$ cat src/rtl/linterp_mc_if.sv
// Stream bundle for the linear-interpolation upsampler: input vector port, output vector port and phase.
// Latency: none (wires only).
// Backpressure: in_ready/out_ready carried with their valids; the interpolator side is the slave modport.
interface linterp_mc_if #(
    parameter int DW     = 16,
    parameter int INTERP = 32,
    parameter int NCH    = 1
);
    localparam int IW = $clog2(INTERP);

    logic                  in_valid;
    logic                  in_ready;
    logic [NCH*2*DW-1:0]   in_data;
    logic                  out_valid;
    logic                  out_ready;
    logic [NCH*2*DW-1:0]   out_data;
    logic [IW-1:0]         out_phase;

    // Environment side: produces input vectors, consumes output vectors.
    modport master (
        output in_valid,
        output in_data,
        output out_ready,
        input  in_ready,
        input  out_valid,
        input  out_data,
        input  out_phase
    );

    // Interpolator side.
    modport slave (
        input  in_valid,
        input  in_data,
        input  out_ready,
        output in_ready,
        output out_valid,
        output out_data,
        output out_phase
    );
endinterface

$ cat src/rtl/linterp_mc.sv
// Linear-interpolation upsampler: each input vector x[n] yields INTERP vectors stepping from x[n-1] toward x[n].
// Latency: input accepted in WAIT at cycle t gives phase 0 at t+1; sustained one output vector per clock.
// Backpressure: out_ready low freezes data/phase; in_ready follows out_ready combinationally on the last phase.
module linterp_mc #(
    parameter int DW     = 16,
    parameter int INTERP = 32,
    parameter int NCH    = 1,
    parameter int ROUND  = 1
) (
    input  logic           clk,
    input  logic           rst_n,
    input  logic           flush,
    input  logic           mode,
    linterp_mc_if.slave    io
);
    localparam int IW = $clog2(INTERP);
    localparam int BW = NCH * 2 * DW;
    // Working width: DW+1 bits for the difference, IW bits for the phase, one guard bit for rounding.
    localparam int W  = DW + IW + 2;
    localparam logic [IW-1:0]        K_LAST  = IW'(INTERP - 1);
    localparam logic signed [W-1:0]  RND_ADD = (ROUND != 0) ? W'(1 << (IW - 1)) : W'(0);

    typedef enum logic [1:0] {
        ST_PRIME = 2'd0,   // no history yet
        ST_WAIT  = 2'd1,   // prev held, waiting for the next vector
        ST_RUN   = 2'd2    // emitting INTERP phases between prev and cur
    } state_t;

    state_t           state_q, state_d;
    logic [IW-1:0]    k_q, k_d;
    logic [BW-1:0]    prev_q, prev_d;
    logic [BW-1:0]    cur_q, cur_d;
    logic             mode_q, mode_d;

    logic             out_vld;
    logic             in_rdy;
    logic             in_fire;
    logic             out_fire;
    logic [BW-1:0]    y_dat;
    logic signed [W-1:0] k_s;

    // Handshake: output is valid throughout RUN; a new vector can enter whenever we are not
    // emitting, or on the very cycle the last phase leaves so the stream has no bubble.
    assign out_vld  = (state_q == ST_RUN);
    assign in_rdy   = !flush && ((state_q != ST_RUN) || ((k_q == K_LAST) && io.out_ready));
    assign in_fire  = io.in_valid && in_rdy;
    assign out_fire = out_vld && io.out_ready;

    assign io.in_ready  = in_rdy;
    assign io.out_valid = out_vld;
    assign io.out_phase = k_q;
    assign io.out_data  = out_vld ? y_dat : '0;

    // Phase as a non-negative signed operand for the per-component multiply.
    assign k_s = {{(W - IW){1'b0}}, k_q};

    // Every real and imaginary component is an independent interpolator sharing the phase.
    for (genvar j = 0; j < 2 * NCH; j++) begin : g_comp
        logic signed [W-1:0] a_s;
        logic signed [W-1:0] b_s;
        logic signed [W-1:0] p_s;
        logic signed [W-1:0] y_s;
        logic [W-DW-1:0]     y_unused;

        // y = prev + ((cur - prev) * k + rounding) >>> IW, at full width so extremes cannot wrap.
        always_comb begin
            a_s = {{(W - DW){prev_q[j*DW + DW - 1]}}, prev_q[j*DW +: DW]};
            b_s = {{(W - DW){cur_q[j*DW + DW - 1]}},  cur_q[j*DW +: DW]};
            p_s = (b_s - a_s) * k_s;
            y_s = a_s + ((p_s + RND_ADD) >>> IW);
        end

        // The result lies between prev and cur, so the upper bits are pure sign extension.
        assign y_dat[j*DW +: DW] = mode_q ? prev_q[j*DW +: DW] : y_s[DW-1:0];
        assign y_unused          = y_s[W-1:DW];
    end

    // Next-state logic: flush wins over everything; a run rolls straight into the next one
    // when a vector is waiting on the final phase.
    always_comb begin
        state_d = state_q;
        k_d     = k_q;
        prev_d  = prev_q;
        cur_d   = cur_q;
        mode_d  = mode_q;
        if (flush) begin
            state_d = ST_PRIME;
            k_d     = '0;
        end else begin
            case (state_q)
                ST_PRIME: begin
                    if (in_fire) begin
                        prev_d  = io.in_data;
                        state_d = ST_WAIT;
                    end
                end
                ST_WAIT: begin
                    if (in_fire) begin
                        cur_d   = io.in_data;
                        k_d     = '0;
                        mode_d  = mode;
                        state_d = ST_RUN;
                    end
                end
                ST_RUN: begin
                    if (out_fire) begin
                        if (k_q != K_LAST) begin
                            k_d = k_q + IW'(1);
                        end else begin
                            prev_d = cur_q;
                            k_d    = '0;
                            if (in_fire) begin
                                cur_d  = io.in_data;
                                mode_d = mode;
                            end else begin
                                state_d = ST_WAIT;
                            end
                        end
                    end
                end
                default: begin
                    state_d = ST_PRIME;
                    k_d     = '0;
                end
            endcase
        end
    end

    // State, phase, sample history and the per-run mode latch.
    always_ff @(posedge clk or negedge rst_n) begin
        if (!rst_n) begin
            state_q <= ST_PRIME;
            k_q     <= '0;
            prev_q  <= '0;
            cur_q   <= '0;
            mode_q  <= 1'b0;
        end else begin
            state_q <= state_d;
            k_q     <= k_d;
            prev_q  <= prev_d;
            cur_q   <= cur_d;
            mode_q  <= mode_d;
        end
    end
endmodule

$ cat src/flat_wrapper.sv
// flat-port wrapper written by rule: the top's interface ports become plain ports
module linterp_mc_flat 
#(
    parameter int DW     = 16,
    parameter int INTERP = 32,
    parameter int NCH    = 1,
    parameter int ROUND  = 1
)
  (clk, rst_n, flush, mode, io_in_valid, io_in_data, io_out_ready, io_in_ready, io_out_valid, io_out_data, io_out_phase);
  linterp_mc_if #(.DW(DW), .INTERP(INTERP), .NCH(NCH)) io_i ();
  input  logic clk;
  input  logic rst_n;
  input  logic flush;
  input  logic mode;
  input wire logic [$bits(io_i.in_valid)-1:0] io_in_valid;
  input wire logic [$bits(io_i.in_data)-1:0] io_in_data;
  input wire logic [$bits(io_i.out_ready)-1:0] io_out_ready;
  output wire logic [$bits(io_i.in_ready)-1:0] io_in_ready;
  output wire logic [$bits(io_i.out_valid)-1:0] io_out_valid;
  output wire logic [$bits(io_i.out_data)-1:0] io_out_data;
  output wire logic [$bits(io_i.out_phase)-1:0] io_out_phase;
  assign io_i.in_valid = io_in_valid;
  assign io_i.in_data = io_in_data;
  assign io_i.out_ready = io_out_ready;
  assign io_in_ready = io_i.in_ready;
  assign io_out_valid = io_i.out_valid;
  assign io_out_data = io_i.out_data;
  assign io_out_phase = io_i.out_phase;
  linterp_mc #(.DW(DW), .INTERP(INTERP), .NCH(NCH), .ROUND(ROUND)) u_core (.clk(clk), .rst_n(rst_n), .flush(flush), .mode(mode), .io(io_i));
endmodule
$ cat config.mk
export PLATFORM = sky130hd
export DESIGN_NAME = linterp_mc_flat
export DESIGN_NICKNAME = d
export VERILOG_FILES = /design/src/rtl/linterp_mc_if.sv /design/src/rtl/linterp_mc.sv /design/src/flat_wrapper.sv
export SDC_FILE = /design/constraint.sdc
export NUM_CORES = 1
export LEC_CHECK = 0
export ABC_AREA = 1
export CORE_MARGIN = 2
export CORE_UTILIZATION = 55
export CTS_CLUSTER_DIAMETER = 50
export DETAILED_ROUTE_END_ITERATION = 16
export GPL_TIMING_DRIVEN = 0
export PLACE_DENSITY = 0.75
export SLEW_MARGIN = 20
export SYNTH_ARGS = -nofsm -noshare
export SYNTH_HDL_FRONTEND = slang
export SYNTH_SLANG_ARGS = --single-unit
export TNS_END_PERCENT = 100
$ cat constraint.sdc
create_clock -name clk -period 10.05 [get_ports clk]
set_input_delay 2.01 -clock clk [delete_from_list [all_inputs] [get_ports clk]]
set_output_delay 2.01 -clock clk [all_outputs]
set_load 0.01 [all_outputs]
* After elaboration in Yosys (flattened, before gate mapping) *
Index checks and enable logic that the tools add are counted.

word-level totals
  bits in registers = 72
  output and inout port bits = 39

operators by class
  reduce and logical (&&, ||, !) cells = 13
  muxes and demuxes = 27
  equality and inequality tests = 14
  bitwise gates (word level) = 1
  $mul = 2
  $add $sub $neg = 7

operators with widths
  kind                                                                     count
  32-bit 2-to-1 mux                                                        7
  32-bit case mux with 2 select lines                                      2
  23-bit by 6-bit multiplier with 21-bit output                            2
  21-bit by 6-bit adder with 21-bit output, second input constant          2
  16-bit by 16-bit subtractor with 17-bit output                           2
  16-bit adder                                                             2
  16-bit 2-to-1 mux                                                        2
  5-bit 2-to-1 mux                                                         4
  5-bit case mux with 3 select lines                                       1
  2-bit 2-to-1 mux                                                         6
  5-bit AND reduction                                                      2
  3-bit inequality test, second input constant                             3
  2-bit inequality test, second input constant                             4
  3-bit by 2-bit inequality test with 1-bit output, second input constant  2
  2-bit case mux with 3 select lines                                       1
  5-bit by 1-bit adder with 5-bit output, second input constant            1
  5-bit equality test, second input constant                               1
  5-bit inequality test, second input constant                             1
  1-bit logical AND                                                        4
  4-bit AND reduction                                                      1
  2-bit nonzero test                                                       2
  1-bit 2-to-1 mux                                                         3
  3-bit AND reduction                                                      1
  2-bit by 1-bit equality test with 1-bit output, second input constant    1
  7 further kinds                                                          7

* Longest topological paths before layout *
Gate-level depths: netlist (run 1).

  depth after elaboration = 10
  depth in mapped cells = 39
  mapped depth without buffers = 39

* Worst setup path after synthesis (run 1) *
Ideal clock, no wire load.

  path kind = reg-to-output
  from = register u_core.prev_q[0]
  to = output port io_out_data[15]
  buffers on the path = 0
  data required time = 8040 ps
  cell stages (with the launch flop) = 38
  arrival time = 6238 ps
  slack = 1802 ps
  path through = dfrtp_1 -> ha_1 -> fa_1 -> inv_1 -> nand2_1 -> nand2_1 -> nand3_2 -> nand2_4 -> a21oi_2 -> o21ai_1 -> a31oi_1 -> xor2_1 -> or2_1 -> fa_1 -> inv_1 -> fa_1 -> fa_1 -> ha_1 -> (+2 left out) -> inv_1 -> a221oi_1 -> nand2_1 -> nand2_1 -> nand2_1 -> nand2_1 -> nand2_1 -> ha_1 -> a21oi_1 -> nor2_1 -> a211oi_1 -> and3_1 -> inv_1 -> nand3_1 -> nand3_1 -> nand2_1 -> inv_1 -> nor2_1

on the way
  cells in the longest elaborated chain, start to end = 6

ends and longest elaborated chain
  element                                         line                text
  from (decl)                                     linterp_mc.sv:31    logic [BW-1:0] prev_q, prev_d;
  from (signal assigned)                          linterp_mc.sv:140   prev_q <= prev_d;
  16-bit by 16-bit subtractor with 17-bit output  linterp_mc.sv:69    p_s = (b_s - a_s) * k_s;
  23-bit by 6-bit multiplier with 21-bit output   linterp_mc.sv:69
  21-bit by 6-bit adder with 21-bit output        linterp_mc.sv:70    y_s = a_s + ((p_s + RND_ADD) >>> IW);
  16-bit adder (*)                                linterp_mc.sv:70
  16-bit 2-to-1 mux (*)                           linterp_mc.sv:74    assign y_dat[j*DW +: DW] = mode_q ? prev_q[j*DW +: DW] : y_s[DW-1:0];
  32-bit 2-to-1 mux (*)                           linterp_mc.sv:52    assign io.out_data = out_vld ? y_dat : '0;
  to (decl)                                       flat_wrapper.sv:20  output wire logic [$bits(io_i.out_data)-1:0] io_out_data;

Every way passes the cells marked *; elsewhere a longest branch is shown, timed or not.

* Worst setup path in the final report (run 1) *
  from = register u_core.prev_q[23]
  to = output port io_out_data[30]

Same word-level chain as after synthesis.

==> summary by stage, run 1 <==
Status
The flow ran to the end, and the final reports show no timing, DRC or antenna violations.

Floorplan
The count of boundary I/O pins is 77. The chip height is around 150 um. The area of the die is 0.0229 sq mm. The floorplan step set the die width to 151 um. The row count is 53. The starting density of the core is 56.5%. The core box area is 0.0212 sq mm.

Clocking
The clock insertion delay at the later pin of the skew report is ~0.35 ns. The number of buffers added to fix hold violations after cts is 0. The CTS tree is yes. The maximum number of buffers from clock root to sink is 2.

The post-CTS clock slew at the launch and capture registers of the worst setup and hold paths is 0.07 ns. Clock tree synthesis inserted a total of 9 buffers. The root buffer cell is sky130_fd_sc_hd__clkbuf_16. The number of levels in the clock H-tree is 3. The number of clock sinks is a little over 70.

Yosys
For this run, the number of Yosys warnings is 0. Synthesis produced a netlist with a net count of between 1.5k and 2k. The synthesized instance count is 1596. The synthesized design contains 0 enable-type register cells. In the synthesized netlist the dominant register cell turns out to be sky130_fd_sc_hd__dfrtp_1.

The cell area that synthesis handed to floorplanning was 0.0120 sq mm. Of all flip-flops after synthesis, the portion carrying an async set or reset was 100%. The average instance area after synthesis is 7.49 sq um.

The netlist uses 46 different library cells. The share of the Yosys chip area taken by registers is 15.1%. The synthesized design contains between 70 and 80 register bits.

Global routing
The number of global-route vias before repair was 10.5k. Entering global routing, the biggest net connects 52 pins. The first-pass GRT wire length is 53600 um.

The total track usage is 30.3%. The initial antenna violation count is 0. For this run the aggregate overflow at the end of global routing stands at 0.

Timing
The number of max-slew violations in the final report is 0. The clock period could shrink to 9.73 ns. After layout, the worst path uses 96.8% of the clock period. At the pin with the least slew margin, the transition time is 0.677 ns.

Setup violations remaining at the end of the flow were counted as 0. The relative slew slack is between 50% and 60%. The post-route worst setup slack is 0.323 ns. Based on the critical path, the design can be clocked at up to slightly above 0.1 GHz. The final clock skew is 0.0136 ns. The final-report hold violation count was 0.

Flow run
The tool flagged a number of max-cap violations equal to 0.

Routing
Detailed routing inserted a total of approximately 11k vias. The number of remaining DRC errors is 0. After the first detailed-routing iteration, the DRC count stood at 1025. The number of detailed-routing iterations run before antenna repair is 5. In the final routed layout, each cell accounts on average for 17.2 um.

The via density per instance is 5.66. The count of nets left with antenna violations once routing finished came out at 0. The total length of routed wires is about 34000 um.

Placed design
The minimum setup slack after placement is 0.329 ns. During placement, the flow inserted port buffers numbering 76. The cell area reported after detailed placement is ~0.013 sq mm. The estimated wirelength of the detail-placed design is roughly 28000 um.

The placer congestion estimate is between 0.9 and 1.

Finish
With fillers left out, the area of the finished cells amounts to around 0.014 sq mm. Cells fill approximately two thirds of the core in the end. The total inserted antenna cells is 0. The synthesis-to-layout area growth is 16.7%. Fill cells in the final layout number roughly 1.8k.

The net count of the finished layout is around 2.0k. The post-route netlist has around 8% of its cells at a drive strength greater than 1.

Worst setup path
The delay contributed by the slowest stage of the critical path is 0.56 ns. The number of buffers and inverters on the critical path is 4. For this design, the slowest cell found on the critical path is sky130_fd_sc_hd__xnor2_1. The arrival time at the worst endpoint is around 7.7 ns. Counting stages on the worst path, the most repeated cell is sky130_fd_sc_hd__ha_1. The startpoint kind of the worst setup timing path is a flip-flop. Broken down by cell family, the worst path's largest delay share belongs to adder cells.

The setup path with the least slack is of type reg -> out. In this run the worst path has a maximum fanout of 5. The kind of end point of the critical path is an output port. For the worst setup path, the data required time is 8.04 ns.

Power
The design draws 3.95 mW. IR analysis of the VDD net gives a maximum drop of about 0.00020 V. In this run the static leakage power is 7.64 nW. The power density normalized to cell area is ~280 mW/mm^2.

Min path
The class of the worst hold path is reg -> reg.
-- kinds of logic after synthesis --
family | Yosys count | synth area share (%)
simple gates | 572 | 20.0
compound gates | 307 | 14.7
xor+xnor | 83 | 6.08
buf+inv | 291 | 9.29
fa+ha+maj | 271 | 34.9
flops | 72 | 15.1
-- area by class of cell --
| type | count | area, sq um | area share, % |
|---|---|---|---|
| clock buffer | 9 | 225 | 1.62 |
| multi-input combinational | 1233 | 9430 | 67.6 |
| buffer | 46 | 190 | 1.36 |
| sequential | 72 | 1800 | 12.9 |
| timing repair buffer | 99 | 956 | 6.86 |
| tap | 275 | 344 | 2.47 |
| clock inverter | 7 | 77.6 | 0.556 |
| inverter | 245 | 920 | 6.60 |
-- routing by layer --
| metal | vias up | track usage (%) | share of wire (%) |
|---|---|---|---|
| li1 | 5383 | - | - |
| met1 | 5345 | 45.2 | 44 |
| met2 | 458 | 46.5 | 45 |
| met3 | 52 | 4.10 | 8.6 |
| met4 | 0 | 7.48 | 2.3 |
| met5 | - | 0 | 0 |
-- Yosys cell counts, drive strengths merged (3+ instances only) --
cell type  number  area [sq um]
inv           242           908
nand4          10          62.6
dfrtp          72          1800
a31oi           6          43.8
nor4            3          25.0
xor2           50           438
xnor2          33           289
nand3          52           285
a21oi         117           608
nor2          196           743
clkinv          3          11.3
nor3           12          60.1
o21ai         117           589
o211ai         36           270
fa            104          2080
nand2         278          1070
buf            12          62.6
a21o           11          82.6
clkbuf         34           128
ha            167          2090
o21bai          5          37.5
and3            3          18.8
or2            14          87.6
a211oi          7          52.6
-- worst reg2reg max path, cell delays in order, from the launching register on --
cell and delay [ns]:
sky130_fd_sc_hd__dfrtp_1 0.41, sky130_fd_sc_hd__clkbuf_1 0.49, sky130_fd_sc_hd__nand2_1 0.14, sky130_fd_sc_hd__nor2_1 0.13
sky130_fd_sc_hd__ha_1 0.23, sky130_fd_sc_hd__or2_1 0.16, sky130_fd_sc_hd__nand3_2 0.09, sky130_fd_sc_hd__nor2_1 0.52
sky130_fd_sc_hd__clkbuf_1 0.54, sky130_fd_sc_hd__o21ai_0 0.17
-- worst paths after layout --
check                                                end  depth (start not counted)                          startpoint  slack [ns]
min in group asynchronous   u_core.cur_q[20]$_DFFE_PN0P_                          1                               rst_n        1.56
hold / removal               u_core.cur_q[5]$_DFFE_PN0P_                          2         u_core.cur_q[5]$_DFFE_PN0P_        0.53
setup / recovery                         io_out_data[30]                         30       u_core.prev_q[23]$_DFFE_PN0P_        0.32
max in group asynchronous  u_core.prev_q[11]$_DFFE_PN0P_                          2                               rst_n        7.91
hold reg to reg              u_core.cur_q[5]$_DFFE_PN0P_                          2         u_core.cur_q[5]$_DFFE_PN0P_        0.53
setup reg to reg           u_core.prev_q[16]$_DFFE_PN0P_                          9  u_core.io.out_phase[2]$_DFFE_PN0P_        7.02
-- metrics by stage --
step	TNS, ns	cells	hold slack (ns)
3_5_place_dp	0	1948	0.516
4_1_cts	0	1964	0.534
3_3_place_gp	0	1947	0.507
2_1_floorplan	0	1596	0.482
5_1_grt	-0.187	1986	0.543
6_report	0	1986	0.532
-- state kept, by name (all words and copies together), names as in the netlist --
signal / cells
u_core.cur_q: 32
u_core.io.out_phase: 5
u_core.mode_q: 1
u_core.prev_q: 32
u_core.state_q: 2
-- timing repair --
item	CTS	global route
setup endpoints to repair	2	12
resized for setup	4	62
setup buffers	0	22
endpoints found under the hold margin	0	0
pin swaps	0	19
-- where the power goes --
part	leakage, nW	total (mW)	internal (mW)	switching [mW]
combinational	6.60	3.05	1.08	1.98
sequential	0.893	0.562	0.421	0.140
clock	0.146	0.337	0.195	0.142
-- placed cells by master (no fill, tap or decap), drive strengths merged, types with 3 or more instances in the layout --
cell	Yosys	final
nor2	196	196
clkbuf	34	43
nand4	10	10
clkinv	3	6
o21bai	5	5
a21o	11	11
o211ai	36	36
nand2	278	278
nand3	52	52
nor4	3	3
a211oi	7	7
nor3	12	12
fa	104	104
xnor2	33	33
ha	167	167
a31oi	6	6
dfrtp	72	72
a21oi	117	117
or2	14	14
buf	12	36
inv	242	244
clkdlybuf4s50	0	73
o21ai	117	117
and3	3	3
xor2	50	50
(Power assumes the default switching activity.)
==> run 2, diff against run 1 <==
Settings changed: CELL_PAD_IN_SITES_DETAIL_PLACEMENT set to 1, CELL_PAD_IN_SITES_GLOBAL_PLACEMENT set to 1, CORE_UTILIZATION 55 to 42, PLACE_DENSITY 0.75 to unset, PLACE_DENSITY_LB_ADDON set to 0.1.
Clock period 10.05 ns to 8.25 ns, I/O delays scaled along.
==> summary by stage, run 2 (synthesis gave the netlist of run 1 again) <==
Floorplan
In this run the horizontal extent of the chip is 173 um. The core box area is 0.0279 sq mm. In this run the vertical extent of the chip is 173 um. The count of boundary I/O pins is 77. The area of the die is 0.0298 sq mm. The row count is 61. The starting density of the core is a little over two fifths.

Timing
The number of max-slew violations in the final report was 0. The actual transition at the worst max-transition pin is 0.897 ns. The relative slew slack is around two fifths. The final critical delay including setup and external delays is 9.36 ns.

Setup repair after global routing could not meet its margin everywhere. On the final layout, the worst hold slack is about 0.54 ns. Timing would allow up to 0.107 GHz. The final-report hold violation count is 0. On the final layout, the worst clock skew is 0.0142 ns. Setup violations remaining at the end of the flow were counted as 22. The post-route worst setup slack is -1.11 ns. Of the available clock period, the critical path in the final layout requires 114%.

Worst setup path
The startpoint kind of the worst setup timing path is a flip-flop. The number of cells on the worst reg-to-reg path is 9. The capture instance of the worst register-to-register path is u_core.prev_q[21]$_DFFE_PN0P_.

The cell repeated most along the worst path is sky130_fd_sc_hd__nand2_2. The startpoint of the worst register-to-register path is u_core.io.out_phase[2]$_DFFE_PN0P_. The critical-path maximum fanout is 4. For this design, the slowest cell found on the critical path is sky130_fd_sc_hd__fa_2. The delay contributed by the slowest stage of the critical path is 0.60 ns.

For the worst setup path, the data required time is 6.60 ns. The kind of end point of the critical path is an output port. The register-to-register path setup slack is approximately 4.8 ns. The start-to-end type of the worst setup path is reg -> out. The arrival time at the worst endpoint is 7.71 ns.

Placed design
The count of input and output buffers is 76. Detailed placement ended at an HPWL of 33300 um. After detailed placement, the total cell area comes to around 0.013 sq mm.

Routability-driven placement finished with a final weighted congestion of 0.868.

Finish
The library cell used most frequently in the layout, excluding fill and tap cells, is sky130_fd_sc_hd__nand2_1. Once layout is done, the placed cells without fillers occupy 0.0172 sq mm. The library cells used most frequently in the layout, excluding fill and tap cells, are 212 x sky130_fd_sc_hd__nand2_1, 207 x sky130_fd_sc_hd__inv_1, 165 x sky130_fd_sc_hd__nor2_1. The synthesis-to-layout area growth is 43.9%. The total number of nets in the final design is 2164. The share of cells above drive strength 1 is about a third.

The number of antenna diodes in the final layout is 0.

Routing
The number of detailed-routing iterations run before antenna repair is 5. The average wire per standard cell is 25.6 um. The violation count after the first detailed-routing iteration is a little over 1k.

The via total after detailed routing is 13.3k. The number of remaining DRC errors is 0. Once detail routing completed, the nets flagged for antenna violations numbered 0.

The total length of routed wires is 57200 um. In the routed layout, each cell is associated on average with a via count of just under 6.

Global routing
The first global-routing pass estimated 75800 um of wire. The initial antenna violation count is 0. After global routing the overflow that remains totals 0.

The total track usage is 32.3%. The maximum number of pins on one net before global-route repair is 46. The number of global-route vias before repair was around 14k.

Power
In this run the power spent charging and discharging nets is 4.13 mW. The net switching share of the total power is 55.7%. The part of the total power dissipated in the clock network is between 6 and 7%. The share of total power in combinational logic is between 80 and 90%.

Of the total power, registers draw around a tenth. IR analysis of the VDD net gives a maximum drop of 0.000207 V. The power density normalized to cell area is ~430 mW/mm^2.

For this design the static power due to leakage is a little under 9 nW. The internal power summed over all cells is 3.29 mW.

Clocking
Clock tree synthesis found a total of 72 sinks. The CTS tree is yes. Buffers inserted during clock tree synthesis total 9. Clock-pin slew was measured on the worst setup and hold paths at 0.06 ns.

The maximum number of buffers from clock root to sink is 2. Clock tree synthesis selected as its root buffer the cell sky130_fd_sc_hd__clkbuf_16. CTS built an H-tree with a depth of 3.

The clock reaches the later pin of the worst-skew pair after between 0.3 and 0.4 ns.

Flow run
The max-cap violation count is 0.

Min path
The class of the worst hold path is reg -> reg. The startpoint of the worst hold path is u_core.cur_q[29]$_DFFE_PN0P_. The cell count of the worst hold path is 2. For hold timing, the worst endpoint is u_core.cur_q[29]$_DFFE_PN0P_.

Status
The run finished, with violations left. The final reports fail on setup timing.
## run 2: cell types whose count changed in the layout (fill, tap and decap cells not counted), moves of 31 or more
cell	change
sky130_fd_sc_hd__buf_4	+133
sky130_fd_sc_hd__ha_1	-61
sky130_fd_sc_hd__ha_4	+60
sky130_fd_sc_hd__nand2_1	-57
sky130_fd_sc_hd__nand2_2	+48
sky130_fd_sc_hd__a21oi_1	-42
sky130_fd_sc_hd__inv_1	-32
sky130_fd_sc_hd__a21oi_2	+31
sky130_fd_sc_hd__inv_2	+31
## run 2: worst max-delay path, delay by kind of cell (launching register included)
family	cells	cell delay, ns
AND/OR/NAND/NOR	14	1.72
buffers and inverters	5	0.56
XOR/XNOR	3	0.79
adder cells (fa/ha/maj)	8	3.01
flip-flops	1	0.39
AO/OA/AOI/OAI	5	0.86
## run 2: what timing repair did
action                     CTS  global route
hold buffers                 0             0
setup buffers              120            54
hold endpoints to repair     0             0
resized for setup          344           204
gates cloned                 0             0
setup endpoints to repair   28            29
pin swaps                  171           147
## run 2: final cells by class
cell class                 count  area, sq um
multi-input combinational   1233        11400
fill                        3284        10700
timing repair buffer         248         2100
sequential                    72         1810
inverter                     245          923
tap                          378          473
clock buffer                   9          225
buffer                        46          193
clock inverter                 6         91.3
## run 2: power groups by stage
stage                     clock (mW)  sequential [mW]  combinational [mW]
after floorplan                    0            0.610                2.24
after global placement             0            0.685                3.28
after detailed placement           0            0.688                3.36
after CTS                      0.459            0.679                4.85
after global routing           0.477            0.722                6.47
final                          0.466            0.715                6.23
## run 2: metal layers
metal | track usage [%] | part of all wire [%]
met1 | 42.1 | 40
met2 | 54.9 | 48
met3 | 5.12 | 7.2
met4 | 10.4 | 5.1
met5 | 0 | 0
## run 2: how the worst max path moves through the flow
stage	startpoint	end	slack, ns	cells past startpoint
2_1_floorplan	u_core.prev_q[0]$_DFFE_PN0P_	io_out_data[15]	0.36	37
3_3_place_gp	u_core.prev_q[6]$_DFFE_PN0P_	io_out_data[14]	-1.25	36
3_5_place_dp	u_core.prev_q[6]$_DFFE_PN0P_	io_out_data[14]	-1.31	36
4_1_cts	u_core.prev_q[2]$_DFFE_PN0P_	io_out_data[14]	-0.49	37
5_1_grt	u_core.cur_q[0]$_DFFE_PN0P_	io_out_data[14]	-1.18	37
6_report	u_core.cur_q[0]$_DFFE_PN0P_	io_out_data[14]	-1.11	35
## run 2: per-stage QoR
stage          std cells  util [%]  power, mW  setup slack, ns  TNS (ns)
3_3_place_gp        2050      47.2       3.97            -1.25    -13.82
5_1_grt             2237      61.6       7.67            -1.18    -13.86
3_5_place_dp        2051      47.3       4.05            -1.31    -16.13
6_report            2237      61.6       7.42            -1.11    -10.62
2_1_floorplan       1596         -       2.85            0.362         0
4_1_cts             2185      57.1       5.99           -0.489     -2.76
==> run 3, diff against run 2 <==
Settings changed: CTS_BUF_LIST set to sky130_fd_sc_hd__clkbuf_8 sky130_fd_sc_hd__clkbuf_16, GPL_ROUTABILITY_DRIVEN set to 0.
==> summary by stage, run 3 (synthesis gave the netlist of run 1 again) <==
Status
The flow ran to the end, but the final reports show violations. The checks that failed: setup timing.

Power
The power density normalized to cell area is between 400 and 500 mW/mm^2. The leakage power figure is about 8.6 nW. The worst vdd rail ir drop is 0.000212 V.

Placed design
The count of input and output buffers is 76. The estimated wirelength of the detail-placed design is 33300 um. Before CTS, the worst setup slack after placement is -1.31 ns.

Floorplan
The core region is 0.0279 sq mm. The chip width is 173 um. The floorplan step defined a die boundary enclosing between 0.02 and 0.03 sq mm.

Measured along the y axis, the die boundary spans around 170 um. The row count is just over 60. The count of boundary I/O pins is 77. The starting density of the core is a little over two fifths.

Finish
For this run, the share of the core covered by cells in the final layout is 61.6%. In the final layout, the share of cells above drive strength 1 is 32.3%. The total number of nets in the final design is 2155. The total inserted antenna cells is 0. The synthesis-to-layout area growth is 43.9%.

Leaving out fill and tap cells, the most frequent cells in the layout are 220 x sky130_fd_sc_hd__nand2_1, 202 x sky130_fd_sc_hd__inv_1, 162 x sky130_fd_sc_hd__nor2_1. Summing all multi-input logic gate instances after layout gives 0.0115 sq mm. The most common library cell in the layout ignoring fill and taps is sky130_fd_sc_hd__nand2_1.

The total area of sequential cells is 0.00181 sq mm. The count of filler cells inserted in the layout is 3304.

Worst setup path
STA classifies the critical path startpoint as a flip-flop. In this run the worst setup path terminates at io_out_data[27]. The kind of cell adding the most delay to the critical path is adder cells. Of all nets on the critical path, the largest fanout is 4.

The slowest stage of the critical path is the sky130_fd_sc_hd__fa_1 cell. The critical path data required time is between 6 and 7 ns. The arrival time at the worst endpoint is 7.55 ns. The worst path buffer plus inverter count is 9.

The endpoint identified for the worst register-to-register timing path is u_core.prev_q[17]$_DFFE_PN0P_. In this run the critical register-to-register path is launched from u_core.io.out_phase[2]$_DFFE_PN0P_. The worst setup path startpoint is u_core.prev_q[16]$_DFFE_PN0P_. The register-to-register path setup slack is 4.65 ns. STA classifies the critical path endpoint as an output port.

The length in cells of the worst reg-to-reg path is 9. On the worst path, the slowest cell contributes a delay of 0.55 ns. The start-to-end type of the worst setup path is reg -> out. The count of cell instances traversed by the critical path is 36. The most numerous cell type found on the critical path is sky130_fd_sc_hd__inv_1.

Global routing
The number of global-route vias before repair is roughly 13k. The initial antenna violation count is 0. The maximum number of pins on one net before global-route repair is 46. The first global-routing pass estimated around 73000 um of wire. For this run the aggregate overflow at the end of global routing stands at 0.

For this run, the total global-route usage over all layers was measured as 31.0%.

Timing
Setup repair after global routing could not meet its margin everywhere. The final clock skew is 0.0173 ns. The top achievable clock speed is 0.109 GHz. The final-report setup violation count is 26. After layout, the worst path uses 112% of the clock period. The relative slew slack is 40.9%. The actual transition at the worst max-transition pin is 0.883 ns.

The number of max-slew violations in the final report is 0. The final critical delay including setup and external delays is ~9.2 ns. Setup slack on the critical path of the routed design comes to -0.950 ns. The final-report hold violation count is 0.

Routing
In the routed design, unresolved DRC markers number 0. The average wire per standard cell is between 20 and 30 um. The total length of routed wires is 59300 um.

The violation count after the first detailed-routing iteration is 1197. The via density per instance is 6.11. The antenna violation net count after detailed routing is 0. The via total after detailed routing is 13.6k. For this run, the detailed router's first-pass iteration total came to 7.

Clocking
Clock tree synthesis inserted a total of 9 buffers. The H-tree generated during clock tree synthesis spans 3 levels. The number of clock sinks is 72.

The clock insertion delay at the later pin of the skew report is 0.36 ns. Clock-pin slew was measured on the worst setup and hold paths at roughly 0.080 ns. In this run the clock root is driven by a sky130_fd_sc_hd__clkbuf_16.

The CTS tree is yes. No sink is reached through more buffers than the 2 on the longest clock path.

Min path
The class of the worst hold path is reg -> reg.

Flow run
Max-cap violations in this run came to 0.
==> run 3: cell types whose count changed in the layout (fill, tap and decap cells not counted), sizes merged, moves of 2 or more <==
| cell | change |
|---|---|
| dlymetal6s2s | -2 |
| clkdlybuf4s50 | +4 |
| clkinv | +2 |
| bufinv | -2 |
| buf | -8 |
| clkdlybuf4s15 | -2 |
==> run 3: worst register-to-register path, cell delays in order (launching register included) <==
cell	delay, ns
sky130_fd_sc_hd__dfrtp_1	0.39
sky130_fd_sc_hd__clkbuf_1	0.60
sky130_fd_sc_hd__nand2_1	0.18
sky130_fd_sc_hd__nor2_1	0.24
sky130_fd_sc_hd__ha_1	0.23
sky130_fd_sc_hd__or2_1	0.17
sky130_fd_sc_hd__nand3_2	0.13
sky130_fd_sc_hd__nor2_1	0.70
sky130_fd_sc_hd__clkbuf_1	0.57
sky130_fd_sc_hd__o21ai_0	0.25
==> run 3: layout make-up <==
type	instances	share of cell area (%)
Inverter	245	5.39
Sequential cell	72	10.5
Tap cell	378	2.75
Multi-Input combinational cell	1233	66.8
Buffer	46	1.13
Clock inverter	5	0.189
Timing Repair Buffer	239	11.8
Clock buffer	10	1.39
==> run 3: worst min path at each step <==
stage                     depth (start not counted)                           end                         start  slack, ns
after floorplan                                   2  u_core.cur_q[10]$_DFFE_PN0P_  u_core.cur_q[10]$_DFFE_PN0P_       0.48
after global placement                            2   u_core.cur_q[5]$_DFFE_PN0P_   u_core.cur_q[5]$_DFFE_PN0P_       0.51
after detailed placement                          2  u_core.cur_q[29]$_DFFE_PN0P_  u_core.cur_q[29]$_DFFE_PN0P_       0.52
after CTS                                         2  u_core.cur_q[29]$_DFFE_PN0P_  u_core.cur_q[29]$_DFFE_PN0P_       0.55
after global routing                              2   u_core.cur_q[9]$_DFFE_PN0P_   u_core.cur_q[9]$_DFFE_PN0P_       0.58
final                                             2  u_core.cur_q[21]$_DFFE_PN0P_  u_core.cur_q[21]$_DFFE_PN0P_       0.57
==> run 3: what timing repair did <==
item                                    CTS  global route
hold buffers                              0             0
setup buffers                           110            59
pin swaps                               164           174
resized for setup                       324           245
endpoints found under the setup margin   28            27
endpoints found under the hold margin     0             0
==> run 3: metal layers <==
metal | routed length [um] | global-route usage [%]
met1 | 22400 | 41.7
met2 | 28500 | 53.4
met3 | 4820 | 3.47
met4 | 3600 | 8.19
met5 | 0 | 0
==> run 3: power breakdown <==
| part | internal [mW] | switching, mW |
|---|---|---|
| clock | 0.212 | 0.195 |
| sequential | 0.516 | 0.208 |
| combinational | 2.56 | 3.76 |
==> run 3: per-stage QoR <==
step                power, mW  hold WS (ns)  std cells  TNS (ns)  area, sq um
floorplan                2.85         0.482       1596         0        12000
global placement         3.95         0.508       2050    -14.12        13200
detailed placement       4.03         0.522       2051    -16.02        13200
CTS                      5.83         0.551       2175     -2.76        15700
global route             7.70         0.577       2228    -15.58        17200
finish                   7.45         0.568       2228    -11.62        17200
